$ cat src/rtl/adc_bcd_converter.sv
// Purpose: average 2^AVG_LOG2 ADC samples and convert the mean to four BCD digits.
// Latency: digits/o_BCD_VALID appear 15 cycles after the block's final sample is accepted.
// Backpressure: none; sampling never stalls, a one-deep pending mean is overwritten (o_overrun).
module adc_bcd_converter #(
   parameter int AVG_LOG2 = 2
) (
   input  logic        clk,
   input  logic        reset,
   input  logic [11:0] i_DATA,
   input  logic        i_DATA_VALID,
   output logic [3:0]  ones,
   output logic [3:0]  tens,
   output logic [3:0]  hundreds,
   output logic [3:0]  thousands,
   output logic        o_BCD_VALID,
   output logic        o_busy,
   output logic        o_overrun
);

   // Accumulator is wide enough that 2^AVG_LOG2 full-scale samples never overflow.
   localparam int ACC_W = 12 + AVG_LOG2;
   // A zero-bit counter is not legal, so the no-averaging build keeps one bit tied at 0.
   localparam int CNT_W = (AVG_LOG2 > 0) ? AVG_LOG2 : 1;
   localparam logic [CNT_W-1:0] CNT_LAST = CNT_W'((1 << AVG_LOG2) - 1);

   typedef enum logic [1:0] {
      S_IDLE  = 2'd0,
      S_SHIFT = 2'd1,
      S_DONE  = 2'd2
   } state_t;

   state_t             state;
   logic               valid_q;
   logic [ACC_W-1:0]   acc;
   logic [CNT_W-1:0]   cnt;
   logic [11:0]        pend_mean;
   logic               pend_rdy;
   logic [27:0]        sreg;
   logic [27:0]        sreg_adj;
   logic [3:0]         iter;

   logic               accept;
   logic               last_sample;
   logic               consume;
   logic [ACC_W-1:0]   acc_sum;
   logic [11:0]        block_mean;

   // Only a rising edge of the strobe counts, so a level-held valid is one sample.
   assign accept      = i_DATA_VALID & ~valid_q;
   assign last_sample = accept && (cnt == CNT_LAST);
   assign acc_sum     = acc + ACC_W'(i_DATA);
   // Plain truncation of the block sum; no rounding term is added.
   assign block_mean  = 12'(acc_sum >> AVG_LOG2);
   // The FSM takes the pending mean in the same cycle it leaves IDLE.
   assign consume     = (state == S_IDLE) && pend_rdy;
   assign o_busy      = (state != S_IDLE);

   // Register the strobe for edge detection; reset clears it so a held strobe re-triggers.
   always_ff @(posedge clk) begin
      if (reset) begin
         valid_q <= 1'b0;
      end else begin
         valid_q <= i_DATA_VALID;
      end
   end

   // Accumulate accepted samples; clear at the end of each block.
   always_ff @(posedge clk) begin
      if (reset) begin
         acc <= '0;
         cnt <= '0;
      end else if (accept) begin
         if (cnt == CNT_LAST) begin
            acc <= '0;
            cnt <= '0;
         end else begin
            acc <= acc_sum;
            cnt <= cnt + CNT_W'(1);
         end
      end
   end

   // One-entry pending mean; a new mean wins over a stale one, and a
   // same-cycle consume means nothing was lost.
   always_ff @(posedge clk) begin
      if (reset) begin
         pend_mean <= '0;
         pend_rdy  <= 1'b0;
         o_overrun <= 1'b0;
      end else begin
         o_overrun <= last_sample && pend_rdy && !consume;
         if (last_sample) begin
            pend_mean <= block_mean;
            pend_rdy  <= 1'b1;
         end else if (consume) begin
            pend_rdy  <= 1'b0;
         end
      end
   end

   // Double-dabble correction: every BCD nibble holding 5..9 gets +3 before the shift.
   always_comb begin
      sreg_adj = sreg;
      for (int i = 0; i < 4; i++) begin
         if (sreg[12 + 4*i +: 4] >= 4'd5) begin
            sreg_adj[12 + 4*i +: 4] = sreg[12 + 4*i +: 4] + 4'd3;
         end
      end
   end

   // Converter FSM: load, 12 shift-add-3 iterations, then publish the digits.
   always_ff @(posedge clk) begin
      if (reset) begin
         state       <= S_IDLE;
         sreg        <= '0;
         iter        <= '0;
         ones        <= '0;
         tens        <= '0;
         hundreds    <= '0;
         thousands   <= '0;
         o_BCD_VALID <= 1'b0;
      end else begin
         o_BCD_VALID <= 1'b0;
         case (state)
            S_IDLE: begin
               if (pend_rdy) begin
                  sreg  <= {16'b0, pend_mean};
                  iter  <= '0;
                  state <= S_SHIFT;
               end
            end
            S_SHIFT: begin
               sreg <= {sreg_adj[26:0], 1'b0};
               iter <= iter + 4'd1;
               if (iter == 4'd11) begin
                  state <= S_DONE;
               end
            end
            S_DONE: begin
               thousands   <= sreg[27:24];
               hundreds    <= sreg[23:20];
               tens        <= sreg[19:16];
               ones        <= sreg[15:12];
               o_BCD_VALID <= 1'b1;
               state       <= S_IDLE;
            end
            default: begin
               state <= S_IDLE;
            end
         endcase
      end
   end

endmodule

$ cat config.mk
export PLATFORM = sky130hd
export DESIGN_NAME = adc_bcd_converter
export DESIGN_NICKNAME = d
export VERILOG_FILES = /design/src/rtl/adc_bcd_converter.sv
export SDC_FILE = /design/constraint.sdc
export NUM_CORES = 1
export LEC_CHECK = 0
export ABC_AREA = 1
export CAP_MARGIN = 20
export CORE_MARGIN = 5
export CORE_UTILIZATION = 37
export CTS_CLUSTER_SIZE = 30
export DETAILED_ROUTE_END_ITERATION = 7
export GPL_ROUTABILITY_DRIVEN = 0
export GPL_TIMING_DRIVEN = 1
export PLACE_DENSITY = 0.55
export SETUP_SLACK_MARGIN = 0.4
export SLEW_MARGIN = 20
export SYNTH_ARGS = -nofsm -noshare
export SYNTH_HDL_FRONTEND = slang
export SYNTH_SLANG_ARGS = --single-unit
$ cat constraint.sdc
create_clock -name clk -period 2.3 [get_ports clk]
set_clock_uncertainty 0.05 [all_clocks]
set_input_delay 0.345 -clock clk [delete_from_list [all_inputs] [get_ports clk]]
set_output_delay 0.345 -clock clk [all_outputs]
set_load 0.03 [all_outputs]
==> impl_metrics.json, run 1 <==
{
  "grtUsageTotal_pct": 14.4,
  "yosysUniqueCellTypes": 31,
  "fmax_mhz": 558,
  "drive_above_1_share_pct": 9.16,
  "hp-class": "in2reg",
  "final_nets": 655,
  "cp_common_cell": "nand2_1",
  "grt_start_max_net_pins": 33,
  "viasPerCell": 4.75,
  "cts.sinks": 82,
  "initial_core_util_pct": 37.8,
  "critPathLaunchType": "input pin",
  "cp_max_fo": 5,
  "synth-compound-area-share_pct": 17.5,
  "root_buffer": "clkbuf_8",
  "synth.avg_cell_area_um2": 7.05,
  "grt.overflow.total": 0,
  "numCtsBuffers": 9,
  "dp_hpwl_um": 6670,
  "post-route-min-period_ns": 1.79,
  "cts_tree": "built",
  "synth_top_family_by_area": "simple AND/OR/NAND/NOR gates",
  "cp-startpoint": "i_DATA[3]",
  "reg2reg_from": "acc[0]",
  "path_buf_inv": 4,
  "grt_pass1_vias": 3520,
  "wire_per_inst_um": 12.0,
  "io_pins": 34,
  "synthMuxAreaShare_pct": 0,
  "synth_adder_area_share_pct": 7.21,
  "power_density_nw_per_um2": 592,
  "path_cells": "clkdlybuf4s50_1, ha_1, nand2_1, nand2_1, inv_1, nand2_4, a21oi_1, inv_1, nand2_1, nand2_1, o21bai_1, inv_1",
  "ant_nets": 0,
  "final_core_util_pct": 44.9,
  "hold_viol": 0,
  "synth-xor-area-share_pct": 1.71,
  "crit_slowest_cell": "clkdlybuf4s50_1",
  "yosys_warnings": 0,
  "max-cap-violations": 0,
  "core_area_um2": 10800,
  "cts-htree-levels": 3,
  "synth-seq-cells": 82,
  "slew_headroom_pct": 76.2,
  "min_to": "acc[0]",
  "dr.pass1.iters": 5,
  "netlist_area_um2": 4100,
  "syn_nets": 619,
  "timing.final.crit_share_pct": 77.9,
  "critPathMaxStageDelay_ns": 0.41,
  "area.growth.synth_to_final_pct": 18.8,
  "port_buffers": 33,
  "grt_pass1_wl_um": 15700,
  "worst-r2r-setup-slack_ns": 0.53,
  "leakage_nw": 2.08,
  "r2r.worst_path.cells": 13,
  "tightest_slew_ns": 0.356,
  "row_count": 38,
  "cpLargestDelayFamily": "buffers and inverters",
  "layout_commonest_cell": "nand2_1",
  "first_iter_violations": 174,
  "finalPower_w": 0.00288,
  "whs_path_depth": 4,
  "antenna_found_initial": 0,
  "vdd_drop_max_mv": 0.248,
  "setup_violations": 0,
  "syn_inst": 581,
  "hp-start": "i_DATA[0]",
  "seq_area_frac_synth_pct": 40.1,
  "num_vias": 3623,
  "drv_slew": 0,
  "crit_type": "in2reg",
  "clock_latency_ns": 0.36,
  "synthSimpleGateAreaFrac_pct": 22.5,
  "r2r-end": "pend_mean[10]",
  "drc": 0,
  "chipHeight_um": 115,
  "cts.path.max_buffers": 2,
  "rsz0062_at_grt": "true",
  "dieArea_um2": 13300,
  "dp.cells": 745,
  "final_cell_mix": "147 x nand2_1, 85 x inv_1, 81 x dfxtp_1",
  "diodes": 0,
  "outcome": "completed",
  "instances_no_fill": 762,
  "clkTransAtPathRegs_ns": 0.09,
  "cp.arrival_ns": 2.00,
  "cp-end-kind": "flip-flop",
  "cp_num_cells": 12,
  "die_width_um": 115,
  "required_ns": 2.51,
  "wl_um": 9160
}
[final cells by class]
class,count,area [um2]
Fill cell,1138,5970
Multi-Input combinational cell,385,2080
Sequential cell,82,1640
Timing Repair Buffer,46,429
Inverter,93,349
Tap cell,140,175
Clock buffer,10,138
Clock inverter,6,50.0
[synthesized netlist by cell type (all sizes together)]
cell,n,area (um2)
o21ai,41,205
dfxtp,82,1640
o21bai,7,52.6
a221oi,2,17.5
nor2,33,146
a21oi,62,314
o21a,3,22.5
fa,1,20.0
a31oi,6,37.5
nor3,5,25.0
o22ai,1,6.26
o32ai,1,8.76
a22oi,6,45.0
a21o,1,7.51
buf,9,53.8
clkbuf,12,45.0
nand3,31,155
nand2,150,566
inv,93,349
nand4,5,31.3
ha,22,275
xor2,7,61.3
xnor2,1,8.76
[per-stage QoR]
step	instance area [um2]	TNS, ns	setup WS [ns]	hold WS (ns)
finish	4870	0	0.508	0.381
global route	4870	0	0.362	0.418
CTS	4780	0	0.399	0.414
detailed placement	4590	-0.189	-0.0750	0.405
global placement	4590	-0.0287	-0.0287	0.396
floorplan	4100	0	0.580	0.380
[worst max path at each step]
stage	to	slack [ns]
after global routing	pend_mean[10]	0.36
final	pend_mean[4]	0.51
after detailed placement	pend_mean[10]	-0.08
after CTS	pend_mean[10]	0.40
after floorplan	pend_mean[10]	0.58
after global placement	pend_mean[10]	-0.03
[layer usage]
layer | GRT usage [%] | routed length [um] | up-vias
li1 | - | - | 1930
met1 | 18.6 | 4430 | 1629
met2 | 24.1 | 4210 | 52
met3 | 2.11 | 357 | 12
met4 | 5.79 | 159 | 0
met5 | 0 | 0 | -
[report_power, final]
| group | internal [W] | total [W] | switching, W |
|---|---|---|---|
| Sequential | 0.00145 | 0.00147 | 0.0000202 |
| Clock | 0.000435 | 0.00101 | 0.000577 |
| Combinational | 0.000154 | 0.000398 | 0.000245 |
| Total | 0.00204 | 0.00288 | 0.000842 |
[flip-flops by register name (all words and copies together) (netlist names)]
name,count
state,2
valid_q,1
hundreds,4
o_overrun,1
thousands,4
pend_mean,12
sreg,28
acc,14
tens,4
pend_rdy,1
o_BCD_VALID,1
iter,4
ones,4
cnt,2
[worst min-delay path: cells and delay by family]
kind,cells,cell delay [ns]
buffers and inverters,1,0.13
and+or+nand+nor,1,0.04
adders and majority gates,1,0.13
AOI/OAI and AO/OA,1,0.10
[repair_timing]
item,CTS,global route
hold endpoints to repair,0,0
gates resized for setup,3,16
setup buffers,0,1
pin swaps,1,5
setup endpoints to repair,8,9
hold buffers,0,0
[cells by family after synthesis]
logic type                 after synthesis
adders and majority gates               23
buffers and inverters                  114
xor gates and xnor gates                 8
DFF                                     82
and+or+nand+nor                        224
AOI/OAI and AO/OA                      130
(Power assumes the default switching activity.)
==> run 2, diff against run 1 <==
PLACE_DENSITY = 0.57   (was 0.55)
clock period = 1.59 ns   (was 2.3 ns; I/O delays follow)
==> run 2 against run 1 <==
Compared with the run above:
- the run now ends with setup timing left
- via count grew 10%
- utilization grew 12 points
- total power grew 55%
- cell count grew 7.6%
- routed wire length grew 25%
- combinational power grew 120%
- critical path type is now reg2reg
- highest routed layer unchanged
==> impl_metrics.json, run 2 (synthesized netlist as in run 1, its figures left out) <==
{
  "outcome": "complete, but fails checks",
  "violations": "setup timing",
  "required_ns": 1.79,
  "row_count": 38,
  "hold_viol": 0,
  "vdd_drop_max_mv": 0.365,
  "core_area_um2": 10800,
  "antenna_found_initial": 0,
  "area.growth.synth_to_final_pct": 51.7,
  "r2r.worst_path.cells": 11,
  "power_density_nw_per_um2": 717,
  "max-cap-violations": 0,
  "path_cells": "ha_4, inv_2, fa_2, inv_2, nand3_2, nand2_4, nand2_2, nand4_1, nand2_1, o21bai_1, inv_1",
  "port_buffers": 33,
  "pre_cts_ws_ns": -0.509,
  "fmax_mhz": 599,
  "drive_above_1_share_pct": 40.0,
  "numCtsBuffers": 9,
  "drv_slew": 0,
  "final_nets": 713,
  "whs_path_depth": 5,
  "power_frac_seq_pct": 48.0,
  "r2r-end": "pend_mean[6]",
  "leakage_nw": 2.68,
  "clkTransAtPathRegs_ns": 0.09,
  "setup_violations": 13,
  "p_clk_share_pct": 32.5,
  "grt_start_max_net_pins": 49,
  "dp_hpwl_um": 6700,
  "reg2reg_from": "acc[0]",
  "rsz0062_at_grt": "true",
  "io_pins": 34,
  "layout_commonest_cell": "nand2_1",
  "diodes": 0,
  "min_to": "acc[7]",
  "tightest_slew_ns": 0.318,
  "slew_headroom_pct": 78.5,
  "cpLargestDelayFamily": "adder cells",
  "clock_latency_ns": 0.35,
  "grt_pass1_vias": 3989,
  "switching_share_pct": 29.0,
  "fin_area_um2": 6210,
  "timing.final.crit_share_pct": 105,
  "critPathLaunchType": "flip-flop",
  "cts-htree-levels": 3,
  "root_buffer": "clkbuf_8",
  "cp-startpoint": "acc[0]",
  "grtUsageTotal_pct": 17.7,
  "cts.sinks": 82,
  "worst_hold_slack_ns": 0.378,
  "die_width_um": 115,
  "cp_common_cell": "inv_2",
  "place_area_um2": 5040,
  "critPathMaxStageDelay_ns": 0.35,
  "final_cell_mix": "113 x nand2_1, 72 x inv_1, 54 x dfxtp_1",
  "first_iter_violations": 208,
  "hp-start": "i_DATA[7]",
  "cp-end-kind": "flip-flop",
  "viasPerCell": 4.88,
  "grt.overflow.total": 0,
  "postCtsHoldBufs": 0,
  "path_buf_inv": 3,
  "cts_tree": "built",
  "initial_core_util_pct": 37.8,
  "num_vias": 4003,
  "switchingPower_w": 0.00129,
  "crit_slowest_cell": "dfxtp_2",
  "crit_type": "reg2reg",
  "chipHeight_um": 115,
  "comb_power_share_pct": 19.5,
  "largestRegisters": "sreg: 28 flops, acc: 14 flops, pend_mean: 12 flops",
  "wl_um": 11400,
  "wire_per_inst_um": 13.9,
  "largest_register": "sreg",
  "post-route-min-period_ns": 1.67,
  "ant_nets": 0,
  "cp.arrival_ns": 1.87,
  "cp_max_fo": 4,
  "largest_register_ffs": 28,
  "cts.path.max_buffers": 2,
  "worst-r2r-setup-slack_ns": -0.08,
  "dp.cells": 762,
  "hp-class": "in2reg",
  "finalWorstSetupSlack_ns": -0.0792,
  "instances_no_fill": 820,
  "drc": 0,
  "grt_pass1_wl_um": 18800,
  "internal_power_w": 0.00316,
  "dr.pass1.iters": 4,
  "dieArea_um2": 13300
}
==> run 2: changes by cell type in the layout (fill, tap and decap cells not counted), moves of 18 or more <==
cell,before,now
buf_4,13,49
buf_6,0,22
clkdlybuf4s50_1,31,9
dfxtp_1,81,54
dfxtp_2,1,24
nand2_1,147,113
nand2_2,2,32
o21ai_0,38,20
==> run 2: routing by layer <==
layer / track usage (%) / share of wire [%]
met5: 0 / 0
met3: 2.37 / 2.2
met2: 29.2 / 50
met1: 23.3 / 47
met4: 7.28 / 1.3
==> run 2: layout make-up <==
class,instances,area [um2]
clock buffers,11,151
clock inverters,5,36.3
fillers,993,4630
inverters,93,374
multi-input cells,385,2660
flip-flops and latches,82,1690
well taps,140,175
repair buffers,104,1120
==> run 2: timing repair <==
action / 4_1_cts / 5_1_grt
gates resized for setup: 194 / 116
setup endpoints to repair: 70 / 93
buffers inserted: 27 / 9
gates cloned: 4 / 2
pin swaps: 33 / 35
==> run 2: metrics by stage <==
step / util (%) / power [W] / setup TNS, ns
after floorplan: - / 0.00262 / 0
after global placement: 46.5 / 0.00287 / -9.28
after detailed placement: 46.5 / 0.00288 / -10.09
after CTS: 53.7 / 0.00444 / -0.444
after global routing: 57.3 / 0.00471 / -2.89
final: 57.3 / 0.00446 / -0.560
==> run 2: power by group through the flow <==
stage | logic, W | clock network, W | registers, W
floorplan | 0.000441 | 0 | 0.00218
global placement | 0.000682 | 0 | 0.00219
detailed placement | 0.000690 | 0 | 0.00219
CTS | 0.000805 | 0.00150 | 0.00214
global route | 0.000963 | 0.00160 | 0.00214
finish | 0.000869 | 0.00145 | 0.00214
==> run 2: worst max-delay path by stage <==
stage / depth (start not counted) / slack, ns / endpoint
after global routing: 12 / -0.19 / acc[6]
after floorplan: 13 / 0.05 / pend_mean[10]
after CTS: 11 / -0.08 / pend_mean[6]
after detailed placement: 14 / -0.51 / pend_mean[10]
after global placement: 14 / -0.49 / pend_mean[10]
final: 11 / -0.08 / pend_mean[6]
==> run 2: worst min-delay path, stage by stage <==
cell	delay (ns)
dlymetal6s2s_1	0.12
ha_4	0.18
xor2_2	0.08
nand2_1	0.06
a21oi_1	0.05
==> run 3, diff against run 2 <==
SKIP_CTS_REPAIR_TIMING = 1   (was not set)
==> run 3 against run 2 <==
Compared with the run above:
- the run still ends with setup timing left
- global-route usage fell by 2.4 points
- sequential share of layout area is 0.24 points lower
- worst hold slack lost 0.092 ns
- clock power is essentially flat
- via count up 0.52%
- cell count fell by 0.12%
- count of clock-buffer cells in the layout unchanged
- critical path depth is the same
- die area is the same
- first-iteration DRC count is 4.8% lower
- combinational power shrank 2%
==> impl_metrics.json, run 3 (synthesized netlist as in run 1, its figures left out) <==
{
  "cp.arrival_ns": 1.87,
  "cts.path.max_buffers": 2,
  "numCtsBuffers": 9,
  "final_nets": 712,
  "dp_hpwl_um": 6700,
  "routed-wl-met2_um": 5450,
  "grtUsageTotal_pct": 15.3,
  "vdd_drop_max_mv": 0.380,
  "top_layer": "met4",
  "worst_hold_slack_ns": 0.286,
  "dr.pass1.iters": 4,
  "finalPower_w": 0.00443,
  "cts_tree": "built",
  "leakage_nw": 2.73,
  "setup_violations": 13,
  "tightest_slew_ns": 0.265,
  "multi_input_area_um2": 2800,
  "io_pins": 34,
  "cts.sinks": 82,
  "drv_slew": 0,
  "grt.overflow.total": 0,
  "clock_latency_ns": 0.36,
  "initial_core_util_pct": 37.8,
  "finalWorstSetupSlack_ns": -0.0815,
  "wire_per_inst_um": 13.6,
  "grt_pass1_vias": 3593,
  "die_width_um": 115,
  "largest_register_ffs": 28,
  "met3WireLength_um": 307,
  "hold_viol": 0,
  "fmax_mhz": 598,
  "antenna_found_initial": 0,
  "slew_headroom_pct": 82.3,
  "cp_max_fo": 4,
  "critPathMaxStageDelay_ns": 0.35,
  "viasPerCell": 4.91,
  "root_buffer": "clkbuf_8",
  "path_cells": "ha_4, inv_2, fa_2, inv_2, nand3_2, nand2_4, nand2_2, nand4_1, nand2_1, o21bai_1, inv_1",
  "cp_common_cell": "inv_2",
  "port_buffers": 33,
  "area.growth.synth_to_final_pct": 55.2,
  "dieArea_um2": 13300,
  "critPathLaunchType": "flip-flop",
  "required_ns": 1.79,
  "core_area_um2": 10800,
  "chipHeight_um": 115,
  "power_density_nw_per_um2": 698,
  "grt_start_max_net_pins": 49,
  "outcome": "complete, but fails checks",
  "diodes": 0,
  "final_cell_mix": "114 x nand2_1, 70 x inv_1, 46 x buf_4",
  "post-route-min-period_ns": 1.67,
  "cp-end-kind": "flip-flop",
  "cts-htree-levels": 3,
  "seq_area_um2": 1710,
  "num_vias": 4024,
  "violations": "setup timing",
  "drive_above_1_share_pct": 44.5,
  "layout_commonest_cell": "nand2_1",
  "crit_slowest_cell": "dfxtp_2",
  "largestRegisters": "sreg: 28 flops, acc: 14 flops, pend_mean: 12 flops",
  "first_iter_violations": 198,
  "max-cap-violations": 0,
  "drc": 0,
  "grt_pass1_wl_um": 16300,
  "tns_ns": -0.482,
  "rsz0062_at_grt": "true",
  "timing.final.crit_share_pct": 105,
  "drt-met1-wl_um": 5230,
  "hp-class": "in2reg",
  "row_count": 38,
  "largest_register": "sreg",
  "crit_type": "reg2reg",
  "fillers": 975,
  "ant_nets": 0,
  "clkTransAtPathRegs_ns": 0.08,
  "wl_um": 11100
}
-- run 3: changes by cell type in the layout (fill, tap and decap cells not counted), moves of 6 or more --
cell,delta
a21oi_1,-6
dfxtp_1,-9
o21ai_0,-6
o21ai_1,-7
o21ai_2,+13
-- run 3: power by group --
group          internal, W  switching (W)  total, W
Combinational     0.000402       0.000448  0.000850
Clock             0.000656       0.000802   0.00146
Sequential         0.00209      0.0000415   0.00213
-- run 3: layer usage --
metal	up-vias	track usage, %
met4	0	6.34
li1	2055	-
met3	9	2.37
met2	56	24.7
met5	-	0
met1	1904	20.3
-- run 3: metrics by stage --
step / util [%] / cells / instance area, um2 / setup WS, ns
floorplan: - / 581 / 4370 / 0.0477
global placement: 46.5 / 762 / 5040 / -0.487
detailed placement: 46.5 / 762 / 5040 / -0.509
CTS: 48.2 / 778 / 5230 / -0.254
global route: 58.6 / 819 / 6350 / -0.189
finish: 58.6 / 819 / 6350 / -0.0815
-- run 3: cell type report --
type                       instances  area share (%)
timing repair buffer             103            17.1
inverter                          93            6.16
tap                              140            2.76
clock inverter                     5           0.571
multi-input combinational        385            44.1
clock buffer                      11            2.38
sequential                        82            26.9
-- run 3: final timing paths --
kind	slack, ns	cells past startpoint	endpoint	from
setup reg to reg	-0.08	11	pend_mean[6]	acc[0]
hold reg to reg	0.42	2	pend_mean[0]	pend_mean[0]
setup / recovery	-0.08	11	pend_mean[6]	acc[0]
hold / removal	0.29	4	acc[0]	i_DATA[0]
-- run 3: critical path, delay by kind of cell (launching register included) --
family,cells,cell delay (ns)
AOI/OAI and AO/OA,1,0.12
buffers and inverters,3,0.16
DFF,1,0.35
adders and majority gates,2,0.48
and+or+nand+nor,5,0.39
